$ cat src/rtl/sr_pulse_gen.sv
// rtl/sr_pulse_gen.sv - set/clear request conditioner for the SR latch storage cells
// Synchronise, debounce and edge-detect two raw request lines, then issue exclusive strobes.
module sr_pulse_gen #(
  parameter int SYNC_STAGES     = 2,
  parameter int DEBOUNCE_CYCLES = 4,
  parameter int PULSE_LEN       = 1
) (
  input  logic clk,
  input  logic rst,
  input  logic raw_set,
  input  logic raw_clr,
  output logic set_pulse,
  output logic clr_pulse,
  output logic q_mirror,
  output logic conflict,
  output logic busy
);

  localparam int CW = (DEBOUNCE_CYCLES > 1) ? $clog2(DEBOUNCE_CYCLES) : 1;
  localparam int PW = (PULSE_LEN > 1) ? $clog2(PULSE_LEN) : 1;
  localparam logic [CW-1:0] CNT_MAX  = CW'(DEBOUNCE_CYCLES - 1);
  localparam logic [PW-1:0] PCNT_MAX = PW'(PULSE_LEN - 1);

  typedef enum logic [1:0] {
    ST_IDLE,
    ST_SET,
    ST_CLR
  } state_t;

  logic [SYNC_STAGES-1:0] r_sync_set;
  logic [SYNC_STAGES-1:0] r_sync_clr;
  logic [1:0]             w_sync;
  logic [1:0]             r_db;
  logic [1:0]             r_db_prev;
  logic [CW-1:0]          r_db_cnt [2];
  logic [1:0]             w_req;
  logic                   r_pend_set;
  logic                   r_pend_clr;
  logic                   w_idle;
  state_t                 r_state;
  logic [PW-1:0]          r_pcnt;
  logic                   r_set_pulse;
  logic                   r_clr_pulse;
  logic                   r_q_mirror;
  logic                   r_conflict;
  logic                   r_busy;

  always_ff @(posedge clk or posedge rst) begin
    if (rst) begin
      r_sync_set <= '0;
      r_sync_clr <= '0;
    end else begin
      r_sync_set <= {r_sync_set[SYNC_STAGES-2:0], raw_set};
      r_sync_clr <= {r_sync_clr[SYNC_STAGES-2:0], raw_clr};
    end
  end

  // Bit 0 carries the set channel, bit 1 the clear channel.
  assign w_sync = {r_sync_clr[SYNC_STAGES-1], r_sync_set[SYNC_STAGES-1]};

  always_ff @(posedge clk or posedge rst) begin
    if (rst) begin
      r_db      <= '0;
      r_db_prev <= '0;
      for (int i = 0; i < 2; i++) begin
        r_db_cnt[i] <= '0;
      end
    end else begin
      r_db_prev <= r_db;
      for (int i = 0; i < 2; i++) begin
        if (w_sync[i] == r_db[i]) begin
          r_db_cnt[i] <= '0;
        end else if (r_db_cnt[i] == CNT_MAX) begin
          r_db[i]     <= w_sync[i];
          r_db_cnt[i] <= '0;
        end else begin
          r_db_cnt[i] <= r_db_cnt[i] + CW'(1);
        end
      end
    end
  end

  assign w_req  = r_db & ~r_db_prev;
  assign w_idle = (r_state == ST_IDLE);

  // Whatever is pending when idle gets consumed (strobe or conflict); a fresh request wins.
  always_ff @(posedge clk or posedge rst) begin
    if (rst) begin
      r_pend_set <= 1'b0;
      r_pend_clr <= 1'b0;
    end else begin
      r_pend_set <= w_req[0] | (r_pend_set & ~w_idle);
      r_pend_clr <= w_req[1] | (r_pend_clr & ~w_idle);
    end
  end

  always_ff @(posedge clk or posedge rst) begin
    if (rst) begin
      r_state     <= ST_IDLE;
      r_pcnt      <= '0;
      r_set_pulse <= 1'b0;
      r_clr_pulse <= 1'b0;
      r_q_mirror  <= 1'b0;
      r_conflict  <= 1'b0;
      r_busy      <= 1'b0;
    end else begin
      r_conflict <= 1'b0;
      case (r_state)
        ST_IDLE: begin
          if (r_pend_set && r_pend_clr) begin
            r_conflict <= 1'b1;
          end else if (r_pend_set) begin
            r_state     <= ST_SET;
            r_pcnt      <= '0;
            r_set_pulse <= 1'b1;
            r_busy      <= 1'b1;
            r_q_mirror  <= 1'b1;
          end else if (r_pend_clr) begin
            r_state     <= ST_CLR;
            r_pcnt      <= '0;
            r_clr_pulse <= 1'b1;
            r_busy      <= 1'b1;
            r_q_mirror  <= 1'b0;
          end
        end
        ST_SET, ST_CLR: begin
          if (r_pcnt == PCNT_MAX) begin
            r_state     <= ST_IDLE;
            r_pcnt      <= '0;
            r_set_pulse <= 1'b0;
            r_clr_pulse <= 1'b0;
            r_busy      <= 1'b0;
          end else begin
            r_pcnt <= r_pcnt + PW'(1);
          end
        end
        default: begin
          r_state     <= ST_IDLE;
          r_pcnt      <= '0;
          r_set_pulse <= 1'b0;
          r_clr_pulse <= 1'b0;
          r_busy      <= 1'b0;
        end
      endcase
    end
  end

  assign set_pulse = r_set_pulse;
  assign clr_pulse = r_clr_pulse;
  assign q_mirror  = r_q_mirror;
  assign conflict  = r_conflict;
  assign busy      = r_busy;

endmodule

$ cat config.mk
export PLATFORM = sky130hd
export DESIGN_NAME = sr_pulse_gen
export DESIGN_NICKNAME = d
export VERILOG_FILES = /design/src/rtl/sr_pulse_gen.sv
export SDC_FILE = /design/constraint.sdc
export NUM_CORES = 1
export LEC_CHECK = 0
export ABC_CLOCK_PERIOD_IN_PS = 3800
export CORE_MARGIN = 2
export CORE_UTILIZATION = 38
export CTS_CLUSTER_SIZE = 40
export DETAILED_ROUTE_END_ITERATION = 12
export GPL_TIMING_DRIVEN = 1
export PLACE_DENSITY = 0.59
export SYNTH_ARGS = -nofsm -noshare
export SYNTH_HDL_FRONTEND = slang
export SYNTH_SLANG_ARGS = --single-unit
$ cat constraint.sdc
create_clock -name clk -period 3.8 [get_ports clk]
set_input_delay 0.95 -clock clk [delete_from_list [all_inputs] [get_ports clk]]
set_output_delay 0.95 -clock clk [all_outputs]
set_load 0.05 [all_outputs]
==> run_results.csv, run 1 <==
group,metric,value,unit
clock_network,cts_tree,"yes",
critical_path,r2r_start,"r_pend_set",
timing,worst_pin_slew,0.762,ns
critical_path,ff2ff_path_depth,4,
clock_network,clock_sinks,21,
clock_network,cts-root-buf,"clkbuf_4",
floorplanning,core_area,1920,sq um
place,gp_congestion,0.679,
clock_network,post_cts_resized,0,
critical_path,path_buf_inv,1,
pwr,p_clk_frac,0.146,
place,dpl_worst_slack,1.73,ns
critical_path,critPathKind,"reg -> out",
floorplanning,die-width,48.6,microns
yosys,yosys-top-cells-area,"dfrtp_1 69%, ha_1 6.6%, o21a_1 3.0%",
pwr,p_seq_frac,0.467,
timing,setup_ws,1.39,ns
drt,vias,414,
flow_run,cap_violations,0,
pwr,cellInternalPower,464,uW
global_route,met2_usage,0.137,
critical_path,setup.worst_path.start_class,"register",
pwr,combPwrFrac,0.387,
timing,rsz0062_at_grt,"no",
cells_and_area,n_antenna_cell,0,
global_route,grt_pass1_vias,386,
yosys,synth_seq_cells,21,
yosys,synth.distinct_cells,17,
clock_network,holdBufCountCts,0,
global_route,grt_pass1_wl,1680,microns
global_route,grt_overflow_total,0,
timing,fmax,0.414,GHz
drt,drt_wl_total,921,microns
global_route,antenna_found_initial,0,
global_route,grtUsageMet1,0.129,
yosys,synth.avg_cell_area,14.0,sq um
timing,hold_slack,0.355,ns
drt,ant_nets,0,
cells_and_area,drive_above_1_share,0.0909,
clock_network,numCtsBuffers,3,
pwr,power_density,814,nW/um^2
hold_path,min_to,"r_sync_clr[1]",
drt,wl_per_cell,9.90,microns
cells_and_area,area_growth,18.5,%
timing,hold_viol_final,0,
yosys,synth_largest_area_cell,"dfrtp_1",
critical_path,timing.rr.end,"q_mirror",
floorplanning,start_util,0.394,
critical_path,crit_slowest_cell,"clkdlybuf4s50_1",
critical_path,crit_path_max_fanout,2,
timing,period_share,0.635,
pwr,power_leakage,0.000423,uW
hold_path,hold_class,"reg -> reg",
clock_network,clock_latency,0.30,ns
yosys,synth_nets,62,
critical_path,crit_family,"buffers and inverters",
hold_path,min_path_cells,0,
clock_network,htreeDepth,1,
yosys,syn_inst,54,
global_route,grt_max_degree,22,
timing,maxSlewViolCount,0,
cells_and_area,nNetsFinal,75,
global_route,grtUsageTotal,0.0956,
floorplanning,die_h,48.6,microns
drt,dr.pass1.iters,2,
critical_path,critPathArrivalTime,1.46,ns
critical_path,required,2.85,ns
status,status,"finished, final reports clean",
clock_network,post-cts-setup-buffers,0,
pwr,swShare,0.364,
drt,viasPerCell,4.45,
drt,drt_iter0_drc,3,
drt,drc,0,
pwr,power_switching,266,uW
timing,timing.final.crit_period,2.41,ns
critical_path,slowest_delay,0.80,ns
place,io_buffers,8,
timing,max_slew_margin,0.491,
yosys,yosys_warnings,0,
clock_network,path_clk_slew,0.12,ns
floorplanning,boundaryPins,9,
critical_path,crit_path_end_kind,"output port",
yosys,synth.cell_area,757,sq um
timing,skew,0.00834,ns
hold_path,hold_path.startpoint,"r_sync_clr[0]",
global_route,gr-usage-met3,0.0185,
floorplanning,fp.dieArea,2360,sq um
clock_network,clockBufferDepth,2,
pwr,irDropWorstVdd,0.310,mV
timing,setup_tns,0,ns
yosys,synth.top_cell.area_share,0.694,
global_route,top_usage_layer,"met2",
timing,finalSetupViolCount,0,
critical_path,crit_chain,"clkdlybuf4s50_1",
critical_path,crit_start,"set_pulse",
place,dp_hpwl,656,microns
yosys,synth_seq_area_share,0.694,
floorplanning,rows,16,
cells_and_area,finish.utilization,0.467,
critical_path,r2r_setup_slack,2.36,ns
## worst max-delay path by stage
| stage | endpoint | depth (start not counted) |
|---|---|---|
| floorplan | busy | 0 |
| global placement | busy | 1 |
| detailed placement | busy | 1 |
| CTS | busy | 1 |
| global route | clr_pulse | 1 |
| finish | set_pulse | 1 |
## synth_stat cells
library cell  number
and2_1             1
and3_1             2
dfrtp_1           21
ha_1               4
inv_1              5
mux2_4             1
nand2_1            2
nor2_1             1
nor2_2             1
nor2b_1            3
nor3_1             2
nor3b_1            1
nor3b_2            1
o21a_1             3
o21ai_0            2
o22ai_1            2
xnor2_1            2
## power by group through the flow
stage	sequential (uW)	clock (uW)	combinational (uW)
after floorplan	418	0	136
after global placement	346	0	285
after detailed placement	348	0	287
after CTS	343	110	288
after global routing	353	116	314
final	341	107	282
## layout by cell type (no fill, tap or decap), types with 2 or more instances in the layout
cell,count
dfrtp_1,21
clkbuf_4,3
inv_1,5
clkdlybuf4s50_1,8
nor3_1,2
ha_1,4
o22ai_1,2
o21ai_0,2
and3_1,2
o21a_1,3
nor2b_1,3
xnor2_1,2
nand2_1,2
## routing by layer
| layer | wire length, microns | part of all wire |
|---|---|---|
| met3 | 42 | 0.046 |
| met5 | 0 | 0 |
| met1 | 450 | 0.49 |
| met2 | 405 | 0.44 |
| met4 | 21 | 0.023 |
## cell families (layout without fill, tap and decap cells)
logic type                 after synthesis  in the layout  share of synthesized area
DFF                                     21             21                      0.694
and+or+nand+nor                         14             14                      0.112
AOI/OAI and AO/OA                        7              7                     0.0595
buffers and inverters                    5             17                     0.0248
adders and majority gates                4              4                     0.0661
xor gates and xnor gates                 2              2                     0.0231
muxes                                    1              1                     0.0198
## cell type report
| class | instances | area, sq um |
|---|---|---|
| well taps | 27 | 33.8 |
| fillers | 189 | 1020 |
| multi-input cells | 28 | 213 |
| clock buffers | 4 | 26.3 |
| repair buffers | 8 | 80.1 |
| inverters | 5 | 18.8 |
| flip-flops and latches | 21 | 526 |
## stage by stage
step,cell area (sq um),instances,total power [uW]
final,897,93,730
after global routing,897,93,783
after CTS,897,93,741
after detailed placement,871,89,635
after global placement,871,89,630
after floorplan,757,54,554
## registers in the layout, indices dropped and copies added (netlist names)
name and cells:
busy 1, clr_pulse 1, conflict 1, q_mirror 1, r_db 2, r_db_cnt 4
r_db_prev 2, r_pend_clr 1, r_pend_set 1, r_state 2, r_sync_clr 2, r_sync_set 2
set_pulse 1
Power figures use the tool's default switching activity.
==> run 2: changes to the inputs <==
- ABC_CLOCK_PERIOD_IN_PS: 3800 -> 2200
- PLACE_DENSITY: 0.59 -> 0.61
- clock period: 3.8 -> 2.2 ns (I/O delays scaled with it)
==> run 2 against run 1 <==
Net effect:
- register-to-register slack got worse by 1.6 ns
- via count increased by 5.1%
- final area rose by 0.98%
- clock power up 68%
- worst hold slack improved by 0.0069 ns
- critical endpoint is now q_mirror
- largest cell class unchanged
==> run_results.csv, run 2 (synthesis results as in run 1) <==
group,metric,value,unit
status,status,"finished, final reports clean",
clock_network,numCtsBuffers,3,
timing,finalSetupViolCount,0,
clock_network,cts-root-buf,"clkbuf_4",
cells_and_area,largest_reg_flops,4,
timing,rsz0062_at_grt,"no",
cells_and_area,largest-register,"r_db_cnt",
pwr,cellInternalPower,800,uW
critical_path,crit_chain,"clkdlybuf4s50_1",
critical_path,critPathArrivalTime,1.47,ns
cells_and_area,final_common_cell,"dfrtp_1",
drt,dr.pass1.iters,4,
global_route,antenna_found_initial,0,
timing,setup_ws,0.184,ns
drt,drt_wl_total,988,microns
floorplanning,die_h,48.6,microns
cells_and_area,final_cell_mix,"21 x dfrtp_1, 8 x clkdlybuf4s50_1, 5 x inv_1",
critical_path,required,1.65,ns
global_route,grt_max_degree,22,
clock_network,post-cts-setup-buffers,0,
pwr,swShare,0.366,
place,gp_congestion,0.664,
floorplanning,rows,16,
place,dpl_worst_slack,0.522,ns
pwr,p_seq_frac,0.468,
drt,wl_per_cell,10.5,microns
floorplanning,fp.dieArea,2360,sq um
critical_path,crit_path_end_kind,"output port",
clock_network,path_clk_slew,0.12,ns
critical_path,crit_family,"buffers and inverters",
floorplanning,boundaryPins,9,
cells_and_area,drive_above_1_share,0.119,
pwr,p_clk_frac,0.143,
clock_network,cts_tree,"yes",
hold_path,hold_class,"reg -> reg",
drt,ant_nets,0,
critical_path,path_buf_inv,1,
timing,setup_tns,0,ns
place,dp_hpwl,703,microns
clock_network,post_cts_resized,0,
timing,period_share,0.916,
floorplanning,start_util,0.394,
global_route,grt_overflow_total,0,
timing,skew,0.00565,ns
cells_and_area,nNetsFinal,76,
timing,max_slew_margin,0.671,
cells_and_area,n_antenna_cell,0,
global_route,grt_pass1_wl,1710,microns
critical_path,slowest_delay,0.80,ns
critical_path,setup.worst_path.start_class,"register",
global_route,grt_pass1_vias,401,
clock_network,holdBufCountCts,0,
floorplanning,die-width,48.6,microns
timing,maxSlewViolCount,0,
critical_path,crit_slowest_cell,"clkdlybuf4s50_1",
pwr,combPwrFrac,0.389,
timing,hold_viol_final,0,
global_route,grtUsageTotal,0.0953,
critical_path,critPathKind,"reg -> out",
drt,drc,0,
timing,timing.final.crit_period,2.02,ns
clock_network,htreeDepth,1,
cells_and_area,area_growth,19.7,%
timing,fmax,0.496,GHz
critical_path,crit_path_max_fanout,2,
cells_and_area,regArea,526,sq um
cells_and_area,multi_input_comb_area,213,sq um
drt,drt_iter0_drc,4,
drt,viasPerCell,4.63,
pwr,finalPower,1260,uW
pwr,power_density,1390,nW/um^2
drt,vias,435,
cells_and_area,finish.utilization,0.471,
pwr,irDropWorstVdd,0.636,mV
flow_run,cap_violations,0,
place,io_buffers,8,
clock_network,clock_latency,0.30,ns
pwr,power_switching,461,uW
pwr,power_leakage,0.000430,uW
clock_network,clock_sinks,21,
timing,worst_pin_slew,0.493,ns
floorplanning,core_area,1920,sq um
clock_network,clockBufferDepth,2,
cells_and_area,fillers,189,
run 2: changes by cell type in the layout (fill, tap and decap cells not counted):
cell      delta
buf_4        +1
clkbuf_1     -1
clkinv_2     +1
run 2: layer usage:
layer | track usage | vias to the layer above | wire length, microns
met3 | 0.0185 | 2 | 37
met4 | 0.0714 | 0 | 11
met2 | 0.144 | 9 | 476
met5 | 0 | - | 0
li1 | - | 204 | -
met1 | 0.121 | 220 | 462
run 2: worst paths after layout:
kind                          startpoint  slack [ns]  cells past startpoint             to
max                             q_mirror        0.18                      1       q_mirror
min                        r_sync_clr[0]        0.36                      0  r_sync_clr[1]
max reg2reg                   r_pend_set        0.78                      4       q_mirror
min reg2reg                r_sync_clr[0]        0.36                      0  r_sync_clr[1]
max in group asynchronous            rst        1.42                      3      set_pulse
min in group asynchronous            rst        0.56                      3  r_sync_clr[1]
run 2: metrics by stage:
step | cells | hold WS (ns) | instance area (sq um)
after global routing | 94 | 0.371 | 906
after detailed placement | 90 | 0.348 | 878
after CTS | 94 | 0.373 | 906
after floorplan | 54 | 0.331 | 757
after global placement | 90 | 0.336 | 878
final | 94 | 0.362 | 906
run 2: final cells by class:
cell class	instances	area share
sequential	21	0.580
multi-input combinational	28	0.235
timing repair buffer	9	0.0967
tap	27	0.0373
clock buffer	3	0.0249
inverter	5	0.0207
clock inverter	1	0.00552
run 2: power groups by stage:
stage                     Sequential (uW)  Clock (uW)  Combinational (uW)
final                                 590         180                 491
after global routing                  607         206                 539
after CTS                             592         188                 502
after detailed placement              601           0                 501
after global placement                596           0                 491
after floorplan                       721           0                 235
==> run 3: changes to the inputs <==
- CORE_UTILIZATION: 38 -> 46
- PLACE_DENSITY: 0.61 -> 0.71
==> run 3 against run 2 <==
Net effect:
- sequential share of layout area increased by 0.98 points
- sequential power hardly changed
- core utilization grew 11 points
- clock-buffer cell count grew 1
- setup slack improved by 0.015 ns
- non-clock buffer count unchanged
- clock skew fell by 0.0019 ns
- critical path type unchanged
- largest power group unchanged
==> run_results.csv, run 3 (synthesis results as in run 1) <==
group,metric,value,unit
pwr,p_clk_frac,0.139,
pwr,combPwrFrac,0.391,
pwr,swShare,0.362,
clock_network,cts-root-buf,"clkbuf_4",
floorplanning,rows,14,
clock_network,clock_latency,0.29,ns
critical_path,slowest_delay,0.80,ns
cells_and_area,stdcell_area,891,sq um
global_route,antenna_found_initial,0,
clock_network,post_cts_resized,0,
timing,finalSetupViolCount,0,
place,dp_hpwl,687,microns
place,gp_congestion,0.702,
critical_path,critPathKind,"reg -> out",
drt,highest_layer,"met3",
flow_run,cap_violations,0,
cells_and_area,largest-register,"r_db_cnt",
status,status,"finished, final reports clean",
floorplanning,core_area,1520,sq um
timing,skew,0.00371,ns
pwr,power_density,1410,nW/um^2
timing,setup_tns,0,ns
clock_network,post-cts-setup-buffers,0,
pwr,power_switching,456,uW
drt,drc,0,
timing,period_share,0.910,
pwr,irDropWorstVdd,0.699,mV
timing,max_slew_margin,0.672,
clock_network,numCtsBuffers,3,
cells_and_area,final_common_cell,"dfrtp_1",
drt,drt_wl_total,935,microns
global_route,grt_overflow_total,0,
clock_network,clock_sinks,21,
critical_path,setup.worst_path.start_class,"register",
place,placed_area,865,sq um
critical_path,r2r_setup_slack,0.77,ns
cells_and_area,nNetsFinal,76,
floorplanning,die-width,44.6,microns
drt,dr.pass1.iters,2,
place,io_buffers,8,
cells_and_area,n_antenna_cell,0,
cells_and_area,largest_reg_flops,4,
timing,maxSlewViolCount,0,
clock_network,holdBufCountCts,0,
drt,drt_iter0_drc,5,
timing,timing.final.crit_period,2.00,ns
cells_and_area,regArea,526,sq um
pwr,power_leakage,0.000428,uW
critical_path,crit_path_end_kind,"output port",
critical_path,crit_slowest_cell,"clkdlybuf4s50_1",
critical_path,critPathArrivalTime,1.45,ns
clock_network,htreeDepth,1,
pwr,p_seq_frac,0.470,
cells_and_area,area_growth,17.7,%
drt,dr_wl_met2,451,microns
drt,vias,413,
critical_path,crit_path_max_fanout,2,
global_route,grtUsageTotal,0.124,
critical_path,crit_family,"buffers and inverters",
drt,wl_met1,444,microns
hold_path,hold_class,"reg -> reg",
timing,hold_viol_final,0,
cells_and_area,drive_above_1_share,0.104,
global_route,grt_max_degree,22,
drt,dr_wl_met3,40,microns
critical_path,required,1.65,ns
drt,wl_per_cell,11.3,microns
floorplanning,fp.dieArea,1990,sq um
critical_path,path_buf_inv,1,
drt,ant_nets,0,
global_route,grt_pass1_wl,1690,microns
clock_network,clockBufferDepth,2,
floorplanning,die_h,44.6,microns
clock_network,path_clk_slew,0.11,ns
cells_and_area,fillers,133,
global_route,grt_pass1_vias,422,
clock_network,cts_tree,"yes",
cells_and_area,final_cell_mix,"21 x dfrtp_1, 8 x clkdlybuf4s50_1, 5 x inv_1",
timing,rsz0062_at_grt,"no",
timing,fmax,0.500,GHz
pwr,cellInternalPower,804,uW
floorplanning,start_util,0.497,
timing,worst_pin_slew,0.490,ns
floorplanning,boundaryPins,9,
critical_path,crit_chain,"clkdlybuf4s50_1",
drt,viasPerCell,4.98,
cells_and_area,multi_input_comb_area,213,sq um
run 3: final cells by class:
type	count	share of cell area
Sequential cell	21	0.590
Multi-Input combinational cell	28	0.239
Timing Repair Buffer	9	0.0983
Clock buffer	4	0.0295
Tap cell	16	0.0225
Inverter	5	0.0211
run 3: routing by layer:
metal | up-vias | global-route usage
li1 | 204 | -
met1 | 201 | 0.146
met2 | 8 | 0.200
met3 | 0 | 0.0245
met4 | 0 | 0.0909
met5 | - | 0
run 3: worst paths after layout:
path	startpoint	to	cells past startpoint
setup / recovery	busy	busy	1
hold / removal	r_sync_set[0]	r_sync_set[1]	0
setup reg to reg	r_pend_set	q_mirror	4
hold reg to reg	r_sync_set[0]	r_sync_set[1]	0
max in group asynchronous	rst	clr_pulse	3
min in group asynchronous	rst	r_sync_clr[0]	3
run 3: power by group through the flow:
stage | registers, uW | clock network (uW) | logic, uW
floorplan | 721 | 0 | 235
global placement | 597 | 0 | 492
detailed placement | 604 | 0 | 500
CTS | 595 | 189 | 502
global route | 613 | 200 | 540
finish | 592 | 175 | 492
run 3: metrics by stage:
step / util / worst slack [ns] / cells / total power, uW / hold WS [ns]
finish: 0.585 / 0.199 / 83 / 1260 / 0.359
floorplan: - / 0.899 / 54 / 956 / 0.331
CTS: 0.585 / 0.174 / 83 / 1290 / 0.363
detailed placement: 0.567 / 0.523 / 79 / 1100 / 0.337
global route: 0.585 / 0.130 / 83 / 1350 / 0.367
global placement: 0.567 / 0.534 / 79 / 1090 / 0.334
